File: src/rtl/mem_port_arbiter.sv
// Arbitrates one single-ported memory between instruction fetch and load/store,
// sequencing each access with a req/ack handshake and a bounded wait.
`timescale 1ns/1ps

module mem_port_arbiter #(
  parameter int unsigned TIMEOUT = 255,
  parameter int unsigned ADDR_W  = 32
) (
  input  logic              clk,
  input  logic              reset,
  // fetch side
  input  logic              if_req,
  input  logic [ADDR_W-1:0] if_addr,
  output logic [31:0]       if_rdata,
  output logic              if_ready,
  output logic              if_stall,
  // data side
  input  logic              d_read,
  input  logic              d_write,
  input  logic [ADDR_W-1:0] d_addr,
  input  logic [31:0]       d_wdata,
  input  logic [2:0]        d_funct3,
  output logic [31:0]       d_rdata,
  output logic              d_ready,
  output logic              d_stall,
  output logic              bus_err,
  // memory side
  output logic              m_req,
  output logic              m_we,
  output logic [ADDR_W-1:0] m_addr,
  output logic [31:0]       m_wdata,
  output logic [2:0]        m_funct3,
  input  logic [31:0]       m_rdata,
  input  logic              m_ack
);

  typedef enum logic [2:0] {
    S_IDLE,
    S_BUSY_I,
    S_BUSY_D,
    S_DONE_I,
    S_DONE_D
  } state_e;

  localparam logic [31:0] NOP_INSN   = 32'h0000_0013;
  localparam logic [2:0]  FUNCT3_WORD = 3'b010;
  localparam logic [16:0] TMO_LIMIT  = 17'(TIMEOUT);
  localparam bit          TMO_EN     = (TIMEOUT != 0);

  state_e              state_q,    state_d;
  logic                m_req_q,    m_req_d;
  logic                m_we_q,     m_we_d;
  logic [ADDR_W-1:0]   m_addr_q,   m_addr_d;
  logic [31:0]         m_wdata_q,  m_wdata_d;
  logic [2:0]          m_funct3_q, m_funct3_d;
  logic [31:0]         if_rdata_q, if_rdata_d;
  logic [31:0]         d_rdata_q,  d_rdata_d;
  logic                if_ready_q, if_ready_d;
  logic                d_ready_q,  d_ready_d;
  logic                bus_err_q,  bus_err_d;
  logic                last_was_d_q, last_was_d_d;
  logic [15:0]         tmo_cnt_q,  tmo_cnt_d;

  logic d_pend;
  logic grant_d;
  logic grant_i;
  logic tmo_expire;

  assign d_pend  = d_read | d_write;
  // Data wins unless the previous grant was also data and fetch is waiting.
  assign grant_d = d_pend & (~if_req | ~last_was_d_q);
  assign grant_i = if_req & ~grant_d;

  assign tmo_expire = TMO_EN && (({1'b0, tmo_cnt_q} + 17'd1) == TMO_LIMIT);

  always_comb begin
    // NOTE: every signal gets a default up front so no path leaves it unassigned,
    // which would otherwise infer a latch.
    state_d      = state_q;
    m_req_d      = m_req_q;
    m_we_d       = m_we_q;
    m_addr_d     = m_addr_q;
    m_wdata_d    = m_wdata_q;
    m_funct3_d   = m_funct3_q;
    if_rdata_d   = if_rdata_q;
    d_rdata_d    = d_rdata_q;
    if_ready_d   = 1'b0;
    d_ready_d    = 1'b0;
    bus_err_d    = 1'b0;
    last_was_d_d = last_was_d_q;
    tmo_cnt_d    = tmo_cnt_q;

    unique case (state_q)
      S_IDLE: begin
        if (grant_d) begin
          state_d      = S_BUSY_D;
          m_req_d      = 1'b1;
          m_we_d       = d_write;
          m_addr_d     = d_addr;
          m_wdata_d    = d_wdata;
          m_funct3_d   = d_funct3;
          last_was_d_d = 1'b1;
          tmo_cnt_d    = '0;
        end else if (grant_i) begin
          state_d      = S_BUSY_I;
          m_req_d      = 1'b1;
          m_we_d       = 1'b0;
          m_addr_d     = if_addr;
          m_funct3_d   = FUNCT3_WORD;
          last_was_d_d = 1'b0;
          tmo_cnt_d    = '0;
        end
      end

      S_BUSY_I: begin
        if (m_ack) begin
          state_d    = S_DONE_I;
          m_req_d    = 1'b0;
          if_rdata_d = m_rdata;
          if_ready_d = 1'b1;
        end else if (tmo_expire) begin
          state_d    = S_DONE_I;
          m_req_d    = 1'b0;
          if_rdata_d = NOP_INSN;
          if_ready_d = 1'b1;
          bus_err_d  = 1'b1;
        end else begin
          tmo_cnt_d  = tmo_cnt_q + 16'd1;
        end
      end

      S_BUSY_D: begin
        if (m_ack) begin
          state_d   = S_DONE_D;
          m_req_d   = 1'b0;
          // A write (including read+write) leaves the load data untouched.
          if (!m_we_q) d_rdata_d = m_rdata;
          d_ready_d = 1'b1;
        end else if (tmo_expire) begin
          state_d   = S_DONE_D;
          m_req_d   = 1'b0;
          d_rdata_d = '0;
          d_ready_d = 1'b1;
          bus_err_d = 1'b1;
        end else begin
          tmo_cnt_d = tmo_cnt_q + 16'd1;
        end
      end

      // Requests are still asserted during DONE; returning to IDLE without a
      // grant keeps the completed access from being issued twice.
      S_DONE_I, S_DONE_D: state_d = S_IDLE;

      default: state_d = S_IDLE;
    endcase
  end

  always_ff @(posedge clk) begin
    // NOTE: state is updated with non-blocking assignments so every flop samples
    // the values from before this edge, independent of statement order.
    if (reset) begin
      state_q      <= S_IDLE;
      m_req_q      <= 1'b0;
      m_we_q       <= 1'b0;
      m_addr_q     <= '0;
      m_wdata_q    <= '0;
      m_funct3_q   <= '0;
      if_rdata_q   <= '0;
      d_rdata_q    <= '0;
      if_ready_q   <= 1'b0;
      d_ready_q    <= 1'b0;
      bus_err_q    <= 1'b0;
      last_was_d_q <= 1'b0;
      tmo_cnt_q    <= '0;
    end else begin
      state_q      <= state_d;
      m_req_q      <= m_req_d;
      m_we_q       <= m_we_d;
      m_addr_q     <= m_addr_d;
      m_wdata_q    <= m_wdata_d;
      m_funct3_q   <= m_funct3_d;
      if_rdata_q   <= if_rdata_d;
      d_rdata_q    <= d_rdata_d;
      if_ready_q   <= if_ready_d;
      d_ready_q    <= d_ready_d;
      bus_err_q    <= bus_err_d;
      last_was_d_q <= last_was_d_d;
      tmo_cnt_q    <= tmo_cnt_d;
    end
  end

  assign m_req    = m_req_q;
  assign m_we     = m_we_q;
  assign m_addr   = m_addr_q;
  assign m_wdata  = m_wdata_q;
  assign m_funct3 = m_funct3_q;
  assign if_rdata = if_rdata_q;
  assign d_rdata  = d_rdata_q;
  assign if_ready = if_ready_q;
  assign d_ready  = d_ready_q;
  assign bus_err  = bus_err_q;

  // Stalls drop in the DONE cycle so the pipeline advances on the next edge.
  assign if_stall = if_req & ~if_ready_q;
  assign d_stall  = d_pend & ~d_ready_q;

endmodule

File: config.mk
export PLATFORM = sky130hd
export DESIGN_NAME = mem_port_arbiter
export DESIGN_NICKNAME = d
export VERILOG_FILES = /design/src/rtl/mem_port_arbiter.sv
export SDC_FILE = /design/constraint.sdc
export NUM_CORES = 1
export LEC_CHECK = 0
export BUFFER_PORTS_ARGS = -buffer_cell sky130_fd_sc_hd__buf_2
export CAP_MARGIN = 20
export CORE_UTILIZATION = 48
export DETAILED_ROUTE_END_ITERATION = 7
export GPL_ROUTABILITY_DRIVEN = 0
export PLACE_DENSITY = 0.86
export REMOVE_ABC_BUFFERS = 1
export SKIP_CTS_REPAIR_TIMING = 1
export SLEW_MARGIN = 20
export SYNTH_ARGS = -nofsm -noshare
export SYNTH_HDL_FRONTEND = slang
export SYNTH_SLANG_ARGS = --single-unit
File: constraint.sdc
create_clock -name clk -period 3.15 [get_ports clk]
set_input_delay 0.315 -clock clk [delete_from_list [all_inputs] [get_ports clk]]
set_output_delay 0.315 -clock clk [all_outputs]
set_load 0.01 [all_outputs]
==> summary.log, run 1 <==
qor: synthesis.synth-seq-cells 156
qor: worst_setup_path.critical-path-max-stage-delay 0.46 ns
qor: synthesis.synth_xor_xnor_area_share 0.00964
qor: worst_setup_path.worst-path-max-fanout 29
qor: clocking.clock_tree.htree_level_count 4
qor: timing.final_max_slew_viol_count 0
qor: power_and_ir_drop.maximum_vdd_drop 0.000342 V
qor: cells_and_area.final_cell_area 8480 sq um
qor: floorplanning.die-area 13700 sq um
qor: timing.final.hold.worst_slack 0.137 ns
qor: detailed_routing.route.final.wire_length 17700 microns
qor: synthesis.synth-edff-count 0
qor: detailed_routing.drt_first_iter_violations 456
qor: detailed_routing.highest_layer_used_for_signal_routing met4
qor: detailed_routing.routed-via-count 6242
qor: synthesis.synthMuxAreaShare 0.0551
qor: synthesis.synth_compound_area_frac 0.223
qor: clocking.worst_skew_pair.late_latency 0.41 ns
qor: place.placedInstanceArea 7820 sq um
qor: timing.worst_clock_skew 0.00866 ns
qor: worst_setup_path.cp-start-kind flip-flop
qor: synthesis.post_synth_fa_ha_maj_area_fraction 0.00393
qor: worst_setup_path.critical_path.cell_chain ha_1 -> nand3_1 -> or4_4 -> a22o_1 -> and2_4 -> a21oi_4 -> buf_4 -> o21ai_0 -> a21oi_1
qor: place.place_hpwl 12500 microns
qor: floorplanning.core_area 12800 sq um
qor: power_and_ir_drop.p_leak 3.95 nW
qor: detailed_routing.vias_per_cell 5.25
qor: clocking.clock_tree.root_cell sky130_fd_sc_hd__clkbuf_16
qor: detailed_routing.drc_markers 0
qor: cells_and_area.ff_latch_area 3120 sq um
qor: place.portBuffers 274
qor: worst_setup_path.cp_data_arrival_time 3.12 ns
qor: floorplanning.die_width 117 microns
qor: floorplanning.rows 41
qor: cells_and_area.fillers 1072
qor: worst_setup_path.rrSetupSlack 0.35 ns
qor: timing.relSlewSlack 0.359
qor: timing.tightestPinTransition 0.962 ns
qor: cells_and_area.drive_above_1_share 0.337
qor: synthesis.synth_cell_types 58
qor: floorplanning.die_y 117 microns
qor: timing.post-route-min-period 2.80 ns
qor: detailed_routing.firstDrtPassIters 5
qor: cells_and_area.antenna_cells 0
qor: synthesis.synth_area_per_cell 8.44 sq um
qor: synthesis.postSynth.topFlopCell sky130_fd_sc_hd__dfxtp_1
qor: detailed_routing.met2RoutedLength 9440 microns
qor: timing.grt_setup_unrepaired no
qor: timing.post-route-period-util 0.889
qor: clocking.clk_transition_reported_paths 0.06 ns
qor: cells_and_area.multi_input_area 2960 sq um
qor: global_routing.antenna_found_initial 0
qor: detailed_routing.met1_length 6980 microns
qor: power_and_ir_drop.power.density_cell_area 652 nW/um^2
qor: global_routing.grt_total_ovfl 0
qor: power_and_ir_drop.report.power.total 0.00553 W
qor: synthesis.synth_sequential_area_ratio 0.491
qor: timing.report.final.hold_viol_count 0
qor: floorplanning.start_util 0.498
qor: detailed_routing.wire_per_inst 14.9 microns
qor: worst_setup_path.worstSetupEndpointType flip-flop
qor: synthesis.syn-cell-area 6360 sq um
qor: worst_setup_path.cp_slowest_cell sky130_fd_sc_hd__dfxtp_1
qor: synthesis.syn-instance-count 754
qor: cells_and_area.final_core_utilization 0.664
qor: synthesis.post_synth_and_or_nand_nor_area_fraction 0.170
qor: worst_hold_path.hold_class in -> reg
qor: global_routing.global_route_wire_length_before_repair 27600 microns
qor: synthesis.yosys_warnings 0
qor: run.cap_viol_max_count 0
qor: detailed_routing.detailroute.wirelength.met3 964 microns
qor: status.outcome finished clean
qor: clocking.clock_tree.buffer_depth 2
qor: timing.max_clock_freq 0.357 GHz
qor: cells_and_area.area_added_between_synthesis_and_finish 33.3%
qor: clocking.cts.sinks 156
qor: timing.setup_viol 0
qor: synthesis.async_reset_ff_frac 0
qor: global_routing.first_global_vias 5783
qor: global_routing.grt_use_total 0.260
qor: clocking.cts-buffers-inserted 17
qor: detailed_routing.antenna_violating_nets_left 0
qor: floorplanning.floorplan.io_pins 275
qor: clocking.tritoncts done
qor: worst_setup_path.worstSetupPathType reg -> reg
qor: worst_setup_path.worst-endpoint-required 3.48 ns
qor: synthesis.synth_top_family_by_area compound AO/OA/AOI/OAI gates
qor: cells_and_area.finalNetCount 1144
qor: global_routing.grt_max_degree 73
cell usage in the layout, fill, tap and decap left out, types with 3 or more instances in the layout:
cell / instances
sky130_fd_sc_hd__o21a_1: 5
sky130_fd_sc_hd__and3_1: 3
sky130_fd_sc_hd__or3_1: 5
sky130_fd_sc_hd__nand3_1: 8
sky130_fd_sc_hd__dfxtp_1: 156
sky130_fd_sc_hd__inv_1: 11
sky130_fd_sc_hd__nand2_1: 137
sky130_fd_sc_hd__a211o_1: 4
sky130_fd_sc_hd__mux2i_1: 35
sky130_fd_sc_hd__inv_6: 5
sky130_fd_sc_hd__a22oi_1: 3
sky130_fd_sc_hd__o21ai_1: 6
sky130_fd_sc_hd__a21oi_1: 102
sky130_fd_sc_hd__nor2_1: 49
sky130_fd_sc_hd__nor2b_1: 3
sky130_fd_sc_hd__buf_2: 273
sky130_fd_sc_hd__o21ai_0: 67
sky130_fd_sc_hd__nand2b_1: 4
sky130_fd_sc_hd__a211oi_1: 34
sky130_fd_sc_hd__xnor2_1: 6
sky130_fd_sc_hd__bufinv_16: 4
sky130_fd_sc_hd__buf_4: 14
sky130_fd_sc_hd__clkbuf_16: 17
sky130_fd_sc_hd__nor3_1: 12
sky130_fd_sc_hd__clkbuf_8: 5
registers in the layout (all words and copies together) (netlist names), 3 cells and up:
signal     cells
state_q        3
d_rdata       32
tmo_cnt_q     16
m_funct3       3
m_addr        32
if_rdata      32
m_wdata       32
path summary, 6_finish.rpt:
path,from,endpoint,depth (start not counted)
worst max register to register,tmo_cnt_q[0]$_SDFFE_PP0P_,if_rdata[17]$_SDFFE_PP0P_,9
worst min register to register,m_wdata[7]$_SDFFE_PP0P_,m_wdata[7]$_SDFFE_PP0P_,2
worst min-delay path,d_wdata[6],m_wdata[6]$_SDFFE_PP0P_,3
worst max-delay path,tmo_cnt_q[0]$_SDFFE_PP0P_,if_rdata[17]$_SDFFE_PP0P_,9
per-layer routing:
metal	up-vias	GRT usage
li1	3121	-
met1	2899	0.299
met2	192	0.465
met3	30	0.0628
met4	0	0.104
met5	-	0
power breakdown:
part | internal [W] | total (W) | switching, W
sequential | 0.00216 | 0.00226 | 0.0000968
combinational | 0.000390 | 0.00101 | 0.000621
clock | 0.00145 | 0.00226 | 0.000812
area by class of cell:
type,instances,share of cell area
sequential,156,0.368
multi-input combinational,531,0.349
timing repair buffer,287,0.174
clock buffer,22,0.0583
tap,172,0.0254
clock inverter,10,0.0202
inverter,12,0.00531
synth_stat cells (3+ instances only):
library cell               instances  area [sq um]
sky130_fd_sc_hd__nor2b_1           4          25.0
sky130_fd_sc_hd__o21ai_0          67           335
sky130_fd_sc_hd__nand3_1           8          40.0
sky130_fd_sc_hd__inv_1            11          41.3
sky130_fd_sc_hd__o21ai_1           6          30.0
sky130_fd_sc_hd__o21a_1            5          37.5
sky130_fd_sc_hd__a211oi_1         34           255
sky130_fd_sc_hd__mux2i_1          35           350
sky130_fd_sc_hd__buf_6             4          45.0
sky130_fd_sc_hd__xnor2_1           6          52.6
sky130_fd_sc_hd__nand2b_1          4          25.0
sky130_fd_sc_hd__clkbuf_1         48           180
sky130_fd_sc_hd__dfxtp_1         156          3120
sky130_fd_sc_hd__a22oi_1           3          22.5
sky130_fd_sc_hd__or3_1             5          31.3
sky130_fd_sc_hd__nand2_1         137           514
sky130_fd_sc_hd__and3_1            3          18.8
sky130_fd_sc_hd__a21oi_1         103           515
sky130_fd_sc_hd__nor3_1           12          60.1
sky130_fd_sc_hd__nor2_1           51           191
sky130_fd_sc_hd__a211o_1           4          35.0
per-stage QoR:
stage          setup TNS [ns]  instances  worst slack, ns
4_1_cts                     0       1190            0.367
6_report                    0       1190            0.350
3_3_place_gp                0       1158            0.581
5_1_grt                     0       1190            0.172
2_1_floorplan          -64.60        699            -1.37
3_5_place_dp                0       1158            0.428
worst max-delay path, delay by kind of cell (launching register included):
family                   cells  cell delay, ns
adder cells (fa/ha/maj)      1            0.26
AO/OA/AOI/OAI                4            0.85
flip-flops                   1            0.46
buffers and inverters        1            0.34
AND/OR/NAND/NOR              3            0.79
kinds of logic (layout without fill, tap and decap cells):
group,Yosys count,in the layout
and+or+nand+nor,245,245
AOI/OAI and AO/OA,242,242
DFF,156,156
buffers and inverters,67,331
muxes,35,35
xor gates and xnor gates,7,7
adders and majority gates,2,2
(Power assumes the default switching activity.)
==> run 2, diff against run 1 <==
ABC_AREA = 1   (was default)
CORE_UTILIZATION = 49   (was 48)
==> run 2 against run 1 <==
Net effect: critical path depth grew 3; fmax grew 2.9%; core utilization is essentially flat; flip-flop and latch count is the same.
==> summary.log, run 2 <==
qor: cells_and_area.finalNetCount 1389 [+21%]
qor: cells_and_area.drive_above_1_share 0.266 [-0.0707]
qor: cells_and_area.layoutNonFillerInstCount 1438 [+21%]
qor: clocking.clock_tree.buffer_depth 2 [unchanged]
qor: synthesis.synth_largest_area_cell sky130_fd_sc_hd__dfxtp_1
qor: cells_and_area.area_added_between_synthesis_and_finish 30.7%
qor: worst_setup_path.rrSetupSlack 0.43 ns [+0.08 ns]
qor: global_routing.first_global_vias 6845 [+18%]
qor: global_routing.grt_total_ovfl 0 [unchanged]
qor: clocking.tritoncts done
qor: timing.tightestPinTransition 0.693 ns [-0.269 ns]
qor: place.placedInstanceArea 8280 sq um [+5.9%]
qor: synthesis.syn-cell-area 6810 sq um [+7.0%]
qor: timing.relSlewSlack 0.537 [+0.178]
qor: floorplanning.rows 42 [+2.4%]
qor: worst_setup_path.timing.reg2reg.worst_path_depth 12 [+3]
qor: timing.post-route-min-period 2.72 ns [-0.0800 ns]
qor: detailed_routing.wire_per_inst 13.6 microns [-8.8%]
qor: status.outcome finished clean
qor: synthesis.postSynth.topFlopCell sky130_fd_sc_hd__dfxtp_1
qor: detailed_routing.vias_per_cell 5.13 [-2.3%]
qor: place.portBuffers 274 [unchanged]
qor: place.place_hpwl 13500 microns [+8.0%]
qor: global_routing.grt_max_degree 59 [-19%]
qor: worst_setup_path.cp-start-kind flip-flop
qor: floorplanning.die_y 120 microns [+2.3%]
qor: detailed_routing.antenna_violating_nets_left 0 [unchanged]
qor: synthesis.ys_top_cells_by_area sky130_fd_sc_hd__dfxtp_1 (46%), sky130_fd_sc_hd__nand2_1 (14%), sky130_fd_sc_hd__a21oi_1 (8.7%)
qor: detailed_routing.drt_first_iter_violations 591 [+30%]
qor: worst_setup_path.worstSetupEndpointType flip-flop
qor: worst_setup_path.r2r-end if_rdata[28]$_SDFFE_PP0P_
qor: global_routing.global_route_wire_length_before_repair 31800 microns [+15%]
qor: floorplanning.core_area 13400 sq um [+4.9%]
qor: worst_setup_path.worst-path-max-fanout 20 [-31%]
qor: floorplanning.start_util 0.508 [+0.00985]
qor: place.place_inst 1407 [+22%]
qor: power_and_ir_drop.maximum_vdd_drop 0.000585 V [+71%]
qor: clocking.clock_tree.root_cell sky130_fd_sc_hd__clkbuf_16
qor: clocking.clock_tree.htree_level_count 4 [unchanged]
qor: worst_hold_path.hold_class in -> reg
qor: synthesis.yosys_warnings 0 [unchanged]
qor: cells_and_area.layout_common_cells sky130_fd_sc_hd__buf_2 (274), sky130_fd_sc_hd__nand2_1 (251), sky130_fd_sc_hd__dfxtp_1 (156)
qor: timing.setup_viol 0 [unchanged]
qor: cells_and_area.antenna_cells 0 [unchanged]
qor: worst_setup_path.rr_startpoint tmo_cnt_q[0]$_SDFFE_PP0P_
qor: clocking.cts.sinks 156 [unchanged]
qor: detailed_routing.firstDrtPassIters 5 [unchanged]
qor: detailed_routing.routed-via-count 7372 [+18%]
qor: detailed_routing.route.final.wire_length 19600 microns [+10%]
qor: power_and_ir_drop.p_leak 4.53 nW [+15%]
qor: worst_setup_path.worst-endpoint-required 3.42 ns [-0.06 ns]
qor: worst_setup_path.worst_setup_path_endpoint if_rdata[28]$_SDFFE_PP0P_
qor: synthesis.synth_sequential_area_ratio 0.459 [-0.0320]
qor: clocking.worst_skew_pair.late_latency 0.42 ns [about the same]
qor: clocking.clk_transition_reported_paths 0.06 ns [about the same]
qor: global_routing.grt_use_total 0.275 [+0.0151]
qor: synthesis.post-synth-top-area-fraction 0.459 [-0.0320]
qor: power_and_ir_drop.power.density_cell_area 902 nW/um^2 [+38%]
qor: worst_setup_path.worstSetupPathType reg -> reg
qor: synthesis.cell_types_with_the_highest_counts_after_synthesis sky130_fd_sc_hd__nand2_1 (251), sky130_fd_sc_hd__dfxtp_1 (156), sky130_fd_sc_hd__nor2_1 (147), sky130_fd_sc_hd__a21oi_1 (118), sky130_fd_sc_hd__inv_1 (94)
qor: run.cap_viol_max_count 0 [unchanged]
qor: synthesis.synth-seq-cells 156 [unchanged]
qor: timing.post-route-period-util 0.863 [-0.0254]
qor: global_routing.antenna_found_initial 0 [unchanged]
qor: floorplanning.floorplan.io_pins 275 [unchanged]
qor: cells_and_area.final_cell_area 8890 sq um [+4.9%]
qor: worst_setup_path.cp_data_arrival_time 2.99 ns [-0.13 ns]
qor: synthesis.synth-edff-count 0 [unchanged]
qor: timing.report.final.hold_viol_count 0 [unchanged]
qor: worst_setup_path.worstSetupStartpoint tmo_cnt_q[0]$_SDFFE_PP0P_
qor: synthesis.async_reset_ff_frac 0 [unchanged]
qor: detailed_routing.drc_markers 0 [unchanged]
qor: timing.grt_setup_unrepaired no
qor: cells_and_area.mostFrequentLayoutCell sky130_fd_sc_hd__buf_2
qor: floorplanning.die_width 120 microns [+2.3%]
qor: synthesis.yosys.cell_count.top_type sky130_fd_sc_hd__nand2_1
qor: synthesis.synth_cell_types 27 [-53%]
qor: floorplanning.die-area 14400 sq um [+4.7%]
qor: synthesis.synth_area_per_cell 6.79 sq um [-19%]
qor: timing.final_max_slew_viol_count 0 [unchanged]
qor: timing.max_clock_freq 0.368 GHz [+2.9%]
qor: timing.worst_clock_skew 0.00856 ns [-0.000108 ns]
qor: synthesis.syn-instance-count 1002 [+33%]
qor: clocking.cts-buffers-inserted 17 [unchanged]
run 2: cell count changes in the layout (fill, tap and decap cells not counted), sizes merged, moves of 34 or more:
cell,previous run,this run
nand3,9,48
inv,17,97
nor2,51,153
mux2i,35,0
a211oi,34,0
nand2,137,253
run 2: power by group:
part / internal, W / switching (W) / total (W)
combinational: 0.00106 / 0.00205 / 0.00311
clock: 0.00130 / 0.000826 / 0.00212
sequential: 0.00253 / 0.000266 / 0.00279
run 2: worst min path at each step:
stage                              start                         to  depth (start not counted)
5_1_grt                      d_wdata[27]   m_wdata[27]$_SDFFE_PP0P_                          3
3_3_place_gp          m_req$_SDFFE_PP0P_         m_req$_SDFFE_PP0P_                          2
6_report                     d_wdata[14]   m_wdata[14]$_SDFFE_PP0P_                          3
2_1_floorplan                      reset  if_rdata[10]$_SDFFE_PP0P_                          1
4_1_cts                       d_wdata[5]    m_wdata[5]$_SDFFE_PP0P_                          3
3_5_place_dp   if_rdata[22]$_SDFFE_PP0P_  if_rdata[22]$_SDFFE_PP0P_                          2
run 2: layout make-up:
class | count | area, sq um
Fill cell | 1156 | 4510
Sequential cell | 156 | 3120
Multi-Input combinational cell | 689 | 3080
Timing Repair Buffer | 289 | 1500
Clock buffer | 20 | 457
Inverter | 97 | 364
Tap cell | 176 | 220
Clock inverter | 11 | 159
run 2: cell families after synthesis:
| family | synth area share |
|---|---|
| XOR/XNOR | 0.00386 |
| adder cells (fa/ha/maj) | 0.00368 |
| AND/OR/NAND/NOR | 0.304 |
| buffers and inverters | 0.0917 |
| AO/OA/AOI/OAI | 0.138 |
| flip-flops | 0.459 |
run 2: metrics by stage:
step	util	hold WS (ns)	setup WS, ns	TNS [ns]	power (W)
floorplan	-	0.384	-1.19	-55.48	0.00462
global placement	0.617	0.445	0.542	0	0.00580
detailed placement	0.618	0.450	0.503	0	0.00590
CTS	0.664	0.102	0.437	0	0.00804
global route	0.664	0.110	0.172	0	0.00855
finish	0.664	0.114	0.430	0	0.00802
run 2: critical path, cell delays in order (launching register included):
cell and delay [ns]:
sky130_fd_sc_hd__dfxtp_1 0.42, sky130_fd_sc_hd__ha_1 0.24, sky130_fd_sc_hd__nand3_1 0.13, sky130_fd_sc_hd__nor2_2 0.18, sky130_fd_sc_hd__xor2_1 0.32, sky130_fd_sc_hd__nand3_1 0.13
sky130_fd_sc_hd__nor2_1 0.12, sky130_fd_sc_hd__nand2_1 0.08, sky130_fd_sc_hd__nand2_2 0.15, sky130_fd_sc_hd__nand2_1 0.30, sky130_fd_sc_hd__buf_4 0.33, sky130_fd_sc_hd__nand2_1 0.10
sky130_fd_sc_hd__a21oi_1 0.07
run 2: layer usage:
metal | global-route usage | wire [microns] | up-vias
met1 | 0.333 | 8070 | 3295
li1 | - | - | 3682
met2 | 0.458 | 9350 | 337
met4 | 0.138 | 593 | 0
met5 | 0 | 0 | -
met3 | 0.0623 | 1550 | 58
